===== src/rtl/sd_dev_cmd_phy.sv =====
// rtl/sd_dev_cmd_phy.sv - SD card-side CMD line PHY: CRC7-checked command receive, 48/136-bit response serialiser
module sd_dev_cmd_phy #(
  parameter int NCR = 2
) (
  input  logic         clk,
  input  logic         rst,
  input  logic         i_cmd_in,
  output logic         o_cmd_out,
  output logic         o_cmd_dir,
  output logic         o_cmd_stb,
  output logic [5:0]   o_cmd_index,
  output logic [31:0]  o_cmd_arg,
  output logic         o_crc_err,
  input  logic         i_rsp_stb,
  input  logic [1:0]   i_rsp_type,
  input  logic [5:0]   i_rsp_index,
  input  logic [127:0] i_rsp_data,
  output logic         o_busy,
  output logic         o_rsp_done
);
  typedef enum logic [2:0] {S_IDLE, S_RX, S_WAIT_RSP, S_NCR_WAIT, S_TX} state_t;

  localparam logic [6:0] NCR_LOAD = 7'(NCR - 1);

  state_t       state_q, state_d;
  logic [7:0]   bit_cnt_q, bit_cnt_d;
  logic [6:0]   ncr_cnt_q, ncr_cnt_d;
  logic [6:0]   crc_q, crc_d;
  logic [44:0]  rx_sr_q, rx_sr_d;
  logic [127:0] tx_sr_q, tx_sr_d;
  logic         rsp_long_q, rsp_long_d;
  logic         rsp_r3_q, rsp_r3_d;
  logic [5:0]   idx_q, idx_d;
  logic [31:0]  arg_q, arg_d;
  logic         cmd_out_q, cmd_out_d;
  logic         cmd_dir_q, cmd_dir_d;
  logic         cmd_stb_q, cmd_stb_d;
  logic         crc_err_q, crc_err_d;
  logic         rsp_done_q, rsp_done_d;

  logic [7:0]   tx_pos, tx_len, tx_crc_lo, tx_crc_start;
  logic         tx_bit;
  logic [6:0]   crc_tx_next;
  logic [127:0] tx_shift;

  function automatic logic [6:0] crc7_step(input logic [6:0] crc, input logic b);
    return {crc[5:0], 1'b0} ^ ((crc[6] ^ b) ? 7'h09 : 7'h00);
  endfunction

  // Next response bit: payload, then the accumulated (or forced) CRC field, then the end bit.
  always_comb begin
    tx_pos       = (state_q == S_TX) ? bit_cnt_q : 8'd0;
    tx_len       = rsp_long_q ? 8'd136 : 8'd48;
    tx_crc_lo    = rsp_long_q ? 8'd8 : 8'd0;
    tx_crc_start = rsp_long_q ? 8'd128 : 8'd40;
    tx_bit       = 1'b1;
    crc_tx_next  = crc_q;
    tx_shift     = tx_sr_q;
    if (tx_pos < tx_crc_start) begin
      tx_bit   = tx_sr_q[127];
      tx_shift = {tx_sr_q[126:0], 1'b0};
      if (tx_pos >= tx_crc_lo) crc_tx_next = crc7_step(crc_q, tx_sr_q[127]);
    end else if (tx_pos < tx_crc_start + 8'd7) begin
      tx_bit      = rsp_r3_q | crc_q[6];
      crc_tx_next = {crc_q[5:0], 1'b0};
    end
  end

  always_comb begin
    state_d    = state_q;
    bit_cnt_d  = bit_cnt_q;
    ncr_cnt_d  = ncr_cnt_q;
    crc_d      = crc_q;
    rx_sr_d    = rx_sr_q;
    tx_sr_d    = tx_sr_q;
    rsp_long_d = rsp_long_q;
    rsp_r3_d   = rsp_r3_q;
    idx_d      = idx_q;
    arg_d      = arg_q;
    cmd_out_d  = cmd_out_q;
    cmd_dir_d  = cmd_dir_q;
    cmd_stb_d  = 1'b0;
    crc_err_d  = 1'b0;
    rsp_done_d = 1'b0;
    case (state_q)
      S_IDLE: begin
        if (!i_cmd_in) begin
          state_d   = S_RX;
          bit_cnt_d = 8'd1;
          crc_d     = 7'd0;
        end
      end
      S_RX: begin
        rx_sr_d   = {rx_sr_q[43:0], i_cmd_in};
        bit_cnt_d = bit_cnt_q + 8'd1;
        if (bit_cnt_q <= 8'd39) crc_d = crc7_step(crc_q, i_cmd_in);
        if (bit_cnt_q == 8'd1 && !i_cmd_in) begin
          state_d = S_IDLE;
        end else if (bit_cnt_q == 8'd47) begin
          // rx_sr_q now holds bits 2..46; the live input is the end bit.
          if (crc_q == rx_sr_q[6:0] && i_cmd_in) begin
            idx_d     = rx_sr_q[44:39];
            arg_d     = rx_sr_q[38:7];
            cmd_stb_d = 1'b1;
            state_d   = S_WAIT_RSP;
          end else begin
            crc_err_d = 1'b1;
            state_d   = S_IDLE;
          end
        end
      end
      S_WAIT_RSP: begin
        if (i_rsp_stb) begin
          if (i_rsp_type == 2'd0) begin
            state_d = S_IDLE;
          end else begin
            state_d    = S_NCR_WAIT;
            ncr_cnt_d  = NCR_LOAD;
            crc_d      = 7'd0;
            rsp_long_d = (i_rsp_type == 2'd3);
            rsp_r3_d   = (i_rsp_type == 2'd2);
            tx_sr_d    = (i_rsp_type == 2'd3) ? {2'b00, 6'h3F, i_rsp_data[127:8]}
                                              : {2'b00, i_rsp_index, i_rsp_data[31:0], 88'd0};
          end
        end else if (!i_cmd_in) begin
          state_d   = S_RX;
          bit_cnt_d = 8'd1;
          crc_d     = 7'd0;
        end
      end
      S_NCR_WAIT: begin
        if (ncr_cnt_q == 7'd0) begin
          state_d   = S_TX;
          cmd_dir_d = 1'b1;
          cmd_out_d = tx_bit;
          tx_sr_d   = tx_shift;
          crc_d     = crc_tx_next;
          bit_cnt_d = 8'd1;
        end else begin
          ncr_cnt_d = ncr_cnt_q - 7'd1;
        end
      end
      S_TX: begin
        if (bit_cnt_q == tx_len) begin
          state_d    = S_IDLE;
          cmd_dir_d  = 1'b0;
          cmd_out_d  = 1'b1;
          rsp_done_d = 1'b1;
        end else begin
          cmd_out_d = tx_bit;
          tx_sr_d   = tx_shift;
          crc_d     = crc_tx_next;
          bit_cnt_d = bit_cnt_q + 8'd1;
        end
      end
      default: state_d = S_IDLE;
    endcase
  end

  always_ff @(posedge clk or negedge rst) begin
    if (!rst) begin
      state_q    <= S_IDLE;
      bit_cnt_q  <= 8'd0;
      ncr_cnt_q  <= 7'd0;
      crc_q      <= 7'd0;
      rx_sr_q    <= '0;
      tx_sr_q    <= '0;
      rsp_long_q <= 1'b0;
      rsp_r3_q   <= 1'b0;
      idx_q      <= 6'd0;
      arg_q      <= 32'd0;
      cmd_out_q  <= 1'b1;
      cmd_dir_q  <= 1'b0;
      cmd_stb_q  <= 1'b0;
      crc_err_q  <= 1'b0;
      rsp_done_q <= 1'b0;
    end else begin
      state_q    <= state_d;
      bit_cnt_q  <= bit_cnt_d;
      ncr_cnt_q  <= ncr_cnt_d;
      crc_q      <= crc_d;
      rx_sr_q    <= rx_sr_d;
      tx_sr_q    <= tx_sr_d;
      rsp_long_q <= rsp_long_d;
      rsp_r3_q   <= rsp_r3_d;
      idx_q      <= idx_d;
      arg_q      <= arg_d;
      cmd_out_q  <= cmd_out_d;
      cmd_dir_q  <= cmd_dir_d;
      cmd_stb_q  <= cmd_stb_d;
      crc_err_q  <= crc_err_d;
      rsp_done_q <= rsp_done_d;
    end
  end

  assign o_cmd_out   = cmd_out_q;
  assign o_cmd_dir   = cmd_dir_q;
  assign o_cmd_stb   = cmd_stb_q;
  assign o_cmd_index = idx_q;
  assign o_cmd_arg   = arg_q;
  assign o_crc_err   = crc_err_q;
  assign o_rsp_done  = rsp_done_q;
  assign o_busy      = !(state_q == S_IDLE || state_q == S_WAIT_RSP);
endmodule


===== config.mk =====
export PLATFORM = sky130hd
export DESIGN_NAME = sd_dev_cmd_phy
export DESIGN_NICKNAME = d
export VERILOG_FILES = /design/src/rtl/sd_dev_cmd_phy.sv
export SDC_FILE = /design/constraint.sdc
export NUM_CORES = 1
export LEC_CHECK = 0
export CAP_MARGIN = 10
export CELL_PAD_IN_SITES_DETAIL_PLACEMENT = 1
export CELL_PAD_IN_SITES_GLOBAL_PLACEMENT = 1
export CORE_MARGIN = 2
export CORE_UTILIZATION = 53
export CTS_CLUSTER_SIZE = 10
export DETAILED_ROUTE_END_ITERATION = 6
export DONT_BUFFER_PORTS = 1
export HOLD_SLACK_MARGIN = 0.08
export PLACE_DENSITY = 0.88
export SYNTH_ARGS = -nofsm -noshare
export SYNTH_HDL_FRONTEND = slang
export SYNTH_SLANG_ARGS = --single-unit
export TNS_END_PERCENT = 10

===== constraint.sdc =====
create_clock -name clk -period 6.3 [get_ports clk]
set_input_delay 0 -clock clk [delete_from_list [all_inputs] [get_ports clk]]
set_output_delay 0 -clock clk [all_outputs]
set_load 0.01 [all_outputs]

==> impl_summary.md, run 1 <==
Power and ir drop
The leakage power of the design is 0.00647 uW. The cell area power density is ~380 mW/mm^2. The peak supply drop is about 0.00024 V.

Critical path
Setup slack on the worst reg-to-reg path comes out at ~1.8 ns. The sort of element at the end of the critical path is a flip-flop. The reg-to-reg startpoint is state_q[2]. Along the worst path, the maximum fanout reaches roughly 150. The endpoint identified for the worst register-to-register timing path is tx_sr_q[111]. The sort of element at the start of the critical path is a flip-flop. The setup path with the least slack is of type flip-flop to flip-flop. Data on the critical path arrives at its endpoint at 4.87 ns.

The count of cells along the worst register-to-register path is 11. At the worst endpoint, the required time is between 6 and 7 ns.

Synthesis
The cell count after synthesis is about 1200. The mapped cell area is approximately 0.012 mm^2. The sequential area share after synthesis is between 50 and 60%. The count of flip-flops with a built-in enable after synthesis is 0.

The number of nets in the synthesized netlist is around 1400. For this run, the number of Yosys warnings is 0. The main flop type after synthesis is sky130_fd_sc_hd__dfrtp_1. The synthesized flop and latch total is 243. The proportion of register bits with asynchronous set or reset after synthesis is 100%. Dividing the synthesized area by the synthesized cell count gives between 9 and 10 um^2. The netlist uses 55 different library cells.

Timing
Setup repair after global routing left no endpoint under its margin. Derived from the worst setup path, the maximum achievable clock frequency is 0.223 GHz. The final hold violation count is 0.

The final number of max-transition violations is 0. The clock arrives with roughly 0.028 ns of skew. The time the worst path needs with I/O delays and setup is about 4.5 ns. The worst max-slew margin expressed relative to the limit is roughly 15%. For the pin with the worst max-slew slack, the measured transition is roughly 1.3 ns. The post-route clock period utilization is 71.3%.

The total negative slack for setup checks is 0 ns. Setup violations remaining at the end of the flow were counted as 0.

Die
Measured along the y axis, the die boundary spans 152 um. The full die area is approximately 0.023 mm^2. roughly 180 I/O pins were placed. The core box area is approximately 0.021 mm^2. In this run the horizontal extent of the chip is roughly 150 um.

For this configuration, the core starts out at a cell density of 54.4%. The site row count is 53.

Placement
The total half-perimeter wirelength after legalization and detailed placement is 18500 um. Input and output buffers added on the ports amount to 0. Once placement completed, the tool counted placed cells totaling ~1400. At the end of routability-driven placement, the weighted congestion stood at just under 0.9.

Clocking
The worst-skew pair later-pin latency is between 0.5 and 0.6 ns. The number of buffers created by CTS is 28. The post-cts sizing count is 0.

The CTS sink count is roughly 240. The maximum clock insertion buffer count is 3. TritonCTS built the clock tree.

CTS built an H-tree with a depth of 1. After clock tree synthesis, the clock-pin slew on the worst setup and hold paths is around 0.060 ns. The tree is rooted in a sky130_fd_sc_hd__clkbuf_16.

Run status
The run finished with clean final reports.

Detailed routing
The first detailed-routing pass ran for 5 iterations. In the routed layout, each cell is associated on average with a via count of 6.37. The count of nets left with antenna violations once routing finished came out at 0. Summed over all layers, the routed wires come to approximately 40000 um.

The DRC violation total after the first TritonRoute iteration is between 700 and 800. The number of remaining DRC errors is 0. Dividing the detail-routed wire length by the instance count gives about 25 um. The total via count in the routed design is between 10000 and 15000.

GRT
met2 is the most crowded layer. Global routing used approximately 34% of the available tracks. The met3 layer usage reported by global route is roughly 5.5%. The number of global-route vias before repair is around 11000.

Summed over all layers, the global routing overflow is 0. The first global-routing pass estimated around 60000 um of wire. The number of antenna violations at the first check in global routing is 7. Global routing consumed, on the met2 layer, between 60% and 70% of the routing resources. The met1 track demand over resource in global routing is about two fifths. Entering global routing, the biggest net connects 244 pins.

Min path
The endpoint of the worst hold path is rsp_long_q. The worst hold-check path type is input pin to flip-flop. The worst hold path begins at i_rsp_type[1].

The hold path depth is 3.

Layout
The fraction of final layout cells sized beyond drive strength 1 is 10.4%. After the flow finishes, the layout carries non-filler instances totaling between 1500 and 2000. The library cell used most frequently in the layout, excluding fill and tap cells, is sky130_fd_sc_hd__dfrtp_1. The area growth from synthesis to final layout is 20.8%. The top cell types in the final layout, fill and taps aside, are sky130_fd_sc_hd__dfrtp_1 (242), sky130_fd_sc_hd__nand2_1 (209), sky130_fd_sc_hd__a21oi_1 (165). The final layout net count is ~1400.

Run
The tool flagged a number of max-cap violations equal to 0.
-- cells in the mapped netlist, types with 2 or more instances --
cell type / instances / area share, %
sky130_fd_sc_hd__a211oi_1: 3 / 0.20
sky130_fd_sc_hd__a21o_1: 2 / 0.13
sky130_fd_sc_hd__a21oi_1: 166 / 7.2
sky130_fd_sc_hd__a22o_1: 10 / 0.76
sky130_fd_sc_hd__a31oi_1: 2 / 0.11
sky130_fd_sc_hd__a32o_1: 4 / 0.35
sky130_fd_sc_hd__and2_1: 2 / 0.11
sky130_fd_sc_hd__and3_1: 90 / 4.9
sky130_fd_sc_hd__buf_1: 3 / 0.098
sky130_fd_sc_hd__buf_2: 15 / 0.65
sky130_fd_sc_hd__clkbuf_1: 73 / 2.4
sky130_fd_sc_hd__dfrtp_1: 242 / 53
sky130_fd_sc_hd__ha_1: 11 / 1.2
sky130_fd_sc_hd__inv_1: 11 / 0.36
sky130_fd_sc_hd__mux2_2: 83 / 8.1
sky130_fd_sc_hd__mux2i_1: 4 / 0.35
sky130_fd_sc_hd__nand2_1: 210 / 6.8
sky130_fd_sc_hd__nand2b_1: 2 / 0.11
sky130_fd_sc_hd__nand3_1: 8 / 0.35
sky130_fd_sc_hd__nand3b_1: 2 / 0.13
sky130_fd_sc_hd__nand4_1: 3 / 0.16
sky130_fd_sc_hd__nor2_1: 25 / 0.81
sky130_fd_sc_hd__nor2b_1: 4 / 0.22
sky130_fd_sc_hd__nor3_1: 7 / 0.30
sky130_fd_sc_hd__nor3b_1: 5 / 0.33
sky130_fd_sc_hd__nor4_1: 6 / 0.33
sky130_fd_sc_hd__nor4b_1: 2 / 0.15
sky130_fd_sc_hd__o211ai_1: 3 / 0.20
sky130_fd_sc_hd__o21ai_0: 73 / 3.2
sky130_fd_sc_hd__o21ai_1: 79 / 3.4
sky130_fd_sc_hd__o21ai_4: 2 / 0.28
sky130_fd_sc_hd__o22ai_1: 2 / 0.11
sky130_fd_sc_hd__o31ai_1: 4 / 0.26
sky130_fd_sc_hd__or2_2: 2 / 0.11
sky130_fd_sc_hd__or3_1: 9 / 0.49
sky130_fd_sc_hd__or4_1: 3 / 0.20
sky130_fd_sc_hd__xnor2_1: 3 / 0.23
sky130_fd_sc_hd__xor2_1: 11 / 0.84
-- worst max-delay path by stage --
stage,end,cells after the start,start
2_1_floorplan,crc_q[0],9,state_q[1]
3_3_place_gp,tx_sr_q[31],10,state_q[2]
3_5_place_dp,tx_sr_q[75],10,state_q[2]
4_1_cts,tx_sr_q[75],10,state_q[2]
5_1_grt,tx_sr_q[111],11,state_q[2]
6_report,tx_sr_q[111],11,state_q[2]
-- critical path, cell delays in order, from the launching register on --
cell and delay, ns:
sky130_fd_sc_hd__dfrtp_1 0.69, sky130_fd_sc_hd__nor3b_1 0.56, sky130_fd_sc_hd__buf_4 0.28, sky130_fd_sc_hd__and2_1 0.16, sky130_fd_sc_hd__ha_1 0.21, sky130_fd_sc_hd__nand2_1 0.11
sky130_fd_sc_hd__o21ai_4 0.19, sky130_fd_sc_hd__a211oi_1 0.14, sky130_fd_sc_hd__o221ai_4 0.91, sky130_fd_sc_hd__buf_12 0.47, sky130_fd_sc_hd__nand2_1 0.22, sky130_fd_sc_hd__o21ai_0 0.25
-- through the flow --
stage | setup slack (ns) | total power, uW | area [um^2] | util, % | hold WS [ns]
after floorplan | 3.43 | 3230 | 11500 | - | -0.296
after global placement | 2.38 | 3450 | 11600 | 54.7 | -0.284
after detailed placement | 2.14 | 3580 | 11600 | 54.7 | -0.284
after CTS | 2.14 | 5160 | 13900 | 65.4 | 0.143
after global routing | 1.53 | 5610 | 13900 | 65.6 | 0.248
final | 1.81 | 5340 | 13900 | 65.6 | 0.223
-- cells by family after synthesis --
logic type | after synthesis | share of synthesized area, %
simple gates | 386 | 16.0
compound gates | 358 | 16.9
flops | 243 | 52.7
buf+inv | 103 | 3.58
mux | 88 | 8.55
xor+xnor | 14 | 1.06
fa+ha+maj | 11 | 1.19
-- layout make-up --
cell class,instances,area [um^2]
multi-input combinational,857,5090
sequential,243,6080
clock buffer,34,733
fill,2268,7290
inverter,11,41.3
tap,275,344
timing repair buffer,156,1590
clock inverter,1,30.0
antenna,7,17.5
-- what timing repair did --
item / CTS / global route
setup buffers: 0 / 0
hold buffers: 149 / 0
hold endpoints to repair: 394 / 0
-- routing by layer --
layer  vias up  share of wire, %
li1       4389                 -
met4         0               3.9
met1      5176                38
met5         -                 0
met2       400                53
met3       123               5.1
-- state kept, by name, indices dropped and copies added, names as in the netlist, 3 cells and up --
name and count:
bit_cnt_q 8, crc_q 7, ncr_cnt_q 7, o_cmd_arg 32, o_cmd_index 6, rx_sr_q 45
state_q 3, tx_sr_q 128
-- power by group --
part           internal [uW]  total, uW  switching [uW]
Sequential              2080       2530             458
Clock                    808       1460             648
Combinational            591       1350             758
Total                   3470       5340            1860
(Power assumes the default switching activity.)
==> run 2: changes to the inputs <==
Settings changed: CORE_UTILIZATION 53 to 44, PLACE_DENSITY 0.88 to 0.79.
Clock period 6.3 ns to 3.7 ns, I/O delays scaled along.
==> run 2 against run 1 <==
  * The run now ends with hold timing left
  * Largest power group unchanged
  * Via count decreased by 5.0%
  * Register-to-register slack got worse by 1.5 ns
  * Combinational power is 53% higher
  * Final cell count up 4.7%
  * Clock skew is 0.011 ns lower
  * Final area rose by 0.99%
==> impl_summary.md, run 2 (synthesis gave the netlist of run 1 again) <==
Layout
The area taken by flip-flops and latches is 0.00608 mm^2 (unchanged). The footprint of the multi-input gates is 0.00509 mm^2 (unchanged). In the layout the commonest cells are sky130_fd_sc_hd__dfrtp_1 (242), sky130_fd_sc_hd__nand2_1 (209), sky130_fd_sc_hd__a21oi_1 (165). tx_sr_q holds more flip-flops than any other register. The number of fill cells in the layout is 2815 (+24%). The number of flip-flops in the largest register came to 128 (unchanged). The fraction of final layout cells sized beyond drive strength 1 is 10.9% (+0.42 points).

The leading cell type in the layout, fill and taps excluded is sky130_fd_sc_hd__dfrtp_1. The final layout net count is 1452 (+0.28%). The area growth from synthesis to layout is 22.0%. The filler-free cell count of the finished design was 1659 (+4.7%).

Detailed routing
The DRC violation total after the first TritonRoute iteration is 657 (-14%). The total via count in the routed design was 9584 (-5.0%). The average vias per placed instance was 5.78 (-9.3%). The first-pass iteration count of the detailed router is 6 (+1). The number of remaining DRC errors is 0 (unchanged). The average wire per standard cell is 20.5 um (-18%). The remaining number of nets flagged by the antenna check after routing is 0 (unchanged). The wire length reported by the detailed router is 34000 um (-14%).

Critical path
The worst setup path is captured at a flip-flop. The signal arrival time at the worst endpoint is 3.85 ns (-1.02 ns). The maximum fanout encountered on the critical timing path was 161 (+10%).

The kind of critical path is flip-flop to flip-flop. The worst endpoint required time was 4.13 ns (-2.55 ns). The largest incremental delay on the critical path is 0.69 ns (-0.22 ns). The signal on the critical path passes through or3b_1 -> nand2_4 -> buf_12 -> nand2_1 -> nor3_1 -> a21oi_1 -> dlygate4sd3_1. The slowest stage of the critical path belongs to the cell sky130_fd_sc_hd__dfrtp_1. The register-to-register path setup slack is 0.28 ns (-1.53 ns). The sort of element at the start of the critical path is a flip-flop.

Timing
The final number of max-transition violations is 0 (unchanged). The post-route clock period utilization is 92.4% (+21 points). The fmax is 0.292 GHz (+31%). Setup repair after global routing left no endpoint under its margin.

The final hold slack is -0.853 ns (-1.08 ns). The worst max-slew margin expressed relative to the limit is 17.8% (+2.9 points). The final hold violation count came to 243 (+243). The final setup skew was 0.0169 ns (-0.0111 ns). The final-report setup violation count came to 0 (unchanged). The total negative slack for setup checks is 0 ns (unchanged). The time the worst path needs with I/O delays and setup is 3.42 ns (-1.07 ns).

The slew of the pin with the lowest slew margin came to 1.23 ns (-0.0428 ns).

Clocking
The total number of H-tree levels is 1 (unchanged). The maximum clock insertion buffer count came to 3 (unchanged). The post-cts sizing count is 0 (unchanged). The worst-skew pair later-pin latency was 0.55 ns (about the same).

The tree is rooted in a sky130_fd_sc_hd__clkbuf_16. The number of setup buffers added after CTS is 0 (unchanged). The cts-stage hold buffer count is 148 (-0.67%). The register clock-pin slew on the reported worst setup and hold paths is 0.06 ns (about the same).

The TritonCTS clock tree is done. The number of buffers created by CTS is 29 (+3.6%). The CTS sink count was 243 (unchanged).

GRT
The met3 layer usage reported by global route is 4.12% (-1.4 points). The number of global-route vias before repair is 10400 (-4.6%). The number of antenna violations at the first check in global routing is 8 (+1). The highest-utilization routing layer at the global route stage is met2.

The pin count of the biggest net entering global routing is 244 (unchanged). The global-route usage over all layers was 24.7% (-9.1 points). The total congestion overflow is 0 (unchanged). The met1 track demand over resource in global routing came to 30.9% (-10 points). The global-route wire length before repair is 56100 um (-7.2%). The routing usage on met2 is 42.8% (-18 points).

Power and ir drop
The cell internal power dissipation is 6000 uW (+73%). The leakage power of the design is 0.00651 uW (+0.63%). The cell area power density is 631 mW/mm^2 (+65%). The clock network power share is 29.1% (+1.8 points). The combinational power share is 23.3% (-2.0 points). The switching share of power is 32.3% (-2.6 points).

The switching power is 2870 uW (+54%). The sequential group share of total power is 47.6% (about the same). The peak supply drop was 0.000528 V (+120%).

Placement
The number of port buffers is 0 (unchanged). The total half-perimeter wirelength after legalization and detailed placement is 18600 um (+0.69%). The final weighted congestion in routability-driven placement is 0.828 (-4.2%). The cell total after placement is 1457 (+4.7%).

Die
The boundary pin count is 184 (unchanged). The overall die width is 166 um (+9.5%). The initial core utilization was 44.5% (-9.8 points). The floorplan die height is 166 um (+9.5%). The core box area is 0.0259 mm^2 (+22%). The full die area came to 0.0275 mm^2 (+20%). The site row count came to 59 (+11%).

Run
The max-capacitance violation count is 0 (unchanged).

Run status
The final reports fail on hold timing. The run finished, with violations left.

Min path
The tightest min-delay check is of the input pin to async pin type.
## run 2: cell types whose count changed in the layout (fill, tap and decap cells not counted), sizes merged
cell,previous run,this run
buf,8,11
clkinv,1,2
inv,11,12
clkbuf,34,43
diode,7,8
## run 2: final timing paths
kind / cells past startpoint / from / to
worst max-delay path: 7 / state_q[2] / tx_sr_q[0]
worst min-delay path: 0 / rst / tx_sr_q[92]
worst max register to register: 7 / state_q[2] / tx_sr_q[0]
worst min register to register: 2 / tx_sr_q[119] / tx_sr_q[119]
max in group asynchronous: 0 / rst / o_cmd_arg[16]
min in group clk: 4 / i_cmd_in / state_q[1]
## run 2: per-stage QoR
step                utilization [%]  power, uW  worst slack [ns]  hold WS, ns  cell area [um^2]
floorplan                         -       5500             0.833       -0.296             11500
global placement               45.3       5890             0.539       -0.276             11700
detailed placement             45.3       6080             0.405       -0.277             11700
CTS                            54.2       8850             0.241       -0.856             14000
global route                   54.3       9430            0.0518       -0.873             14100
finish                         54.3       8870             0.281       -0.853             14100
## run 2: final cells by class
| type | count | share of cell area (%) |
|---|---|---|
| flip-flops and latches | 243 | 43.2 |
| multi-input cells | 857 | 36.2 |
| repair buffers | 159 | 11.3 |
| clock buffers | 43 | 5.68 |
| well taps | 335 | 2.98 |
| inverters | 11 | 0.294 |
| clock inverters | 3 | 0.213 |
| diodes | 8 | 0.142 |
## run 2: layer usage
metal / part of all wire [%] / vias up / wire length (um)
li1: - / 4425 / -
met1: 41 / 4827 / 14000
met2: 51 / 224 / 17300
met3: 3.8 / 108 / 1280
met4: 4.4 / 0 / 1500
met5: 0 / - / 0
## run 2: critical path, delay by kind of cell, from the launching register on
kind / cells / cell delay (ns)
AOI/OAI and AO/OA: 1 / 0.07
and+or+nand+nor: 4 / 1.46
DFF: 1 / 0.69
buffers and inverters: 2 / 1.07
## run 2: power groups by stage
| stage | clock, uW | combinational (uW) | sequential [uW] |
|---|---|---|---|
| 2_1_floorplan | 0 | 1530 | 3970 |
| 3_3_place_gp | 0 | 1730 | 4160 |
| 3_5_place_dp | 0 | 1860 | 4210 |
| 4_1_cts | 2630 | 2030 | 4190 |
| 5_1_grt | 2760 | 2340 | 4330 |
| 6_report | 2590 | 2070 | 4220 |
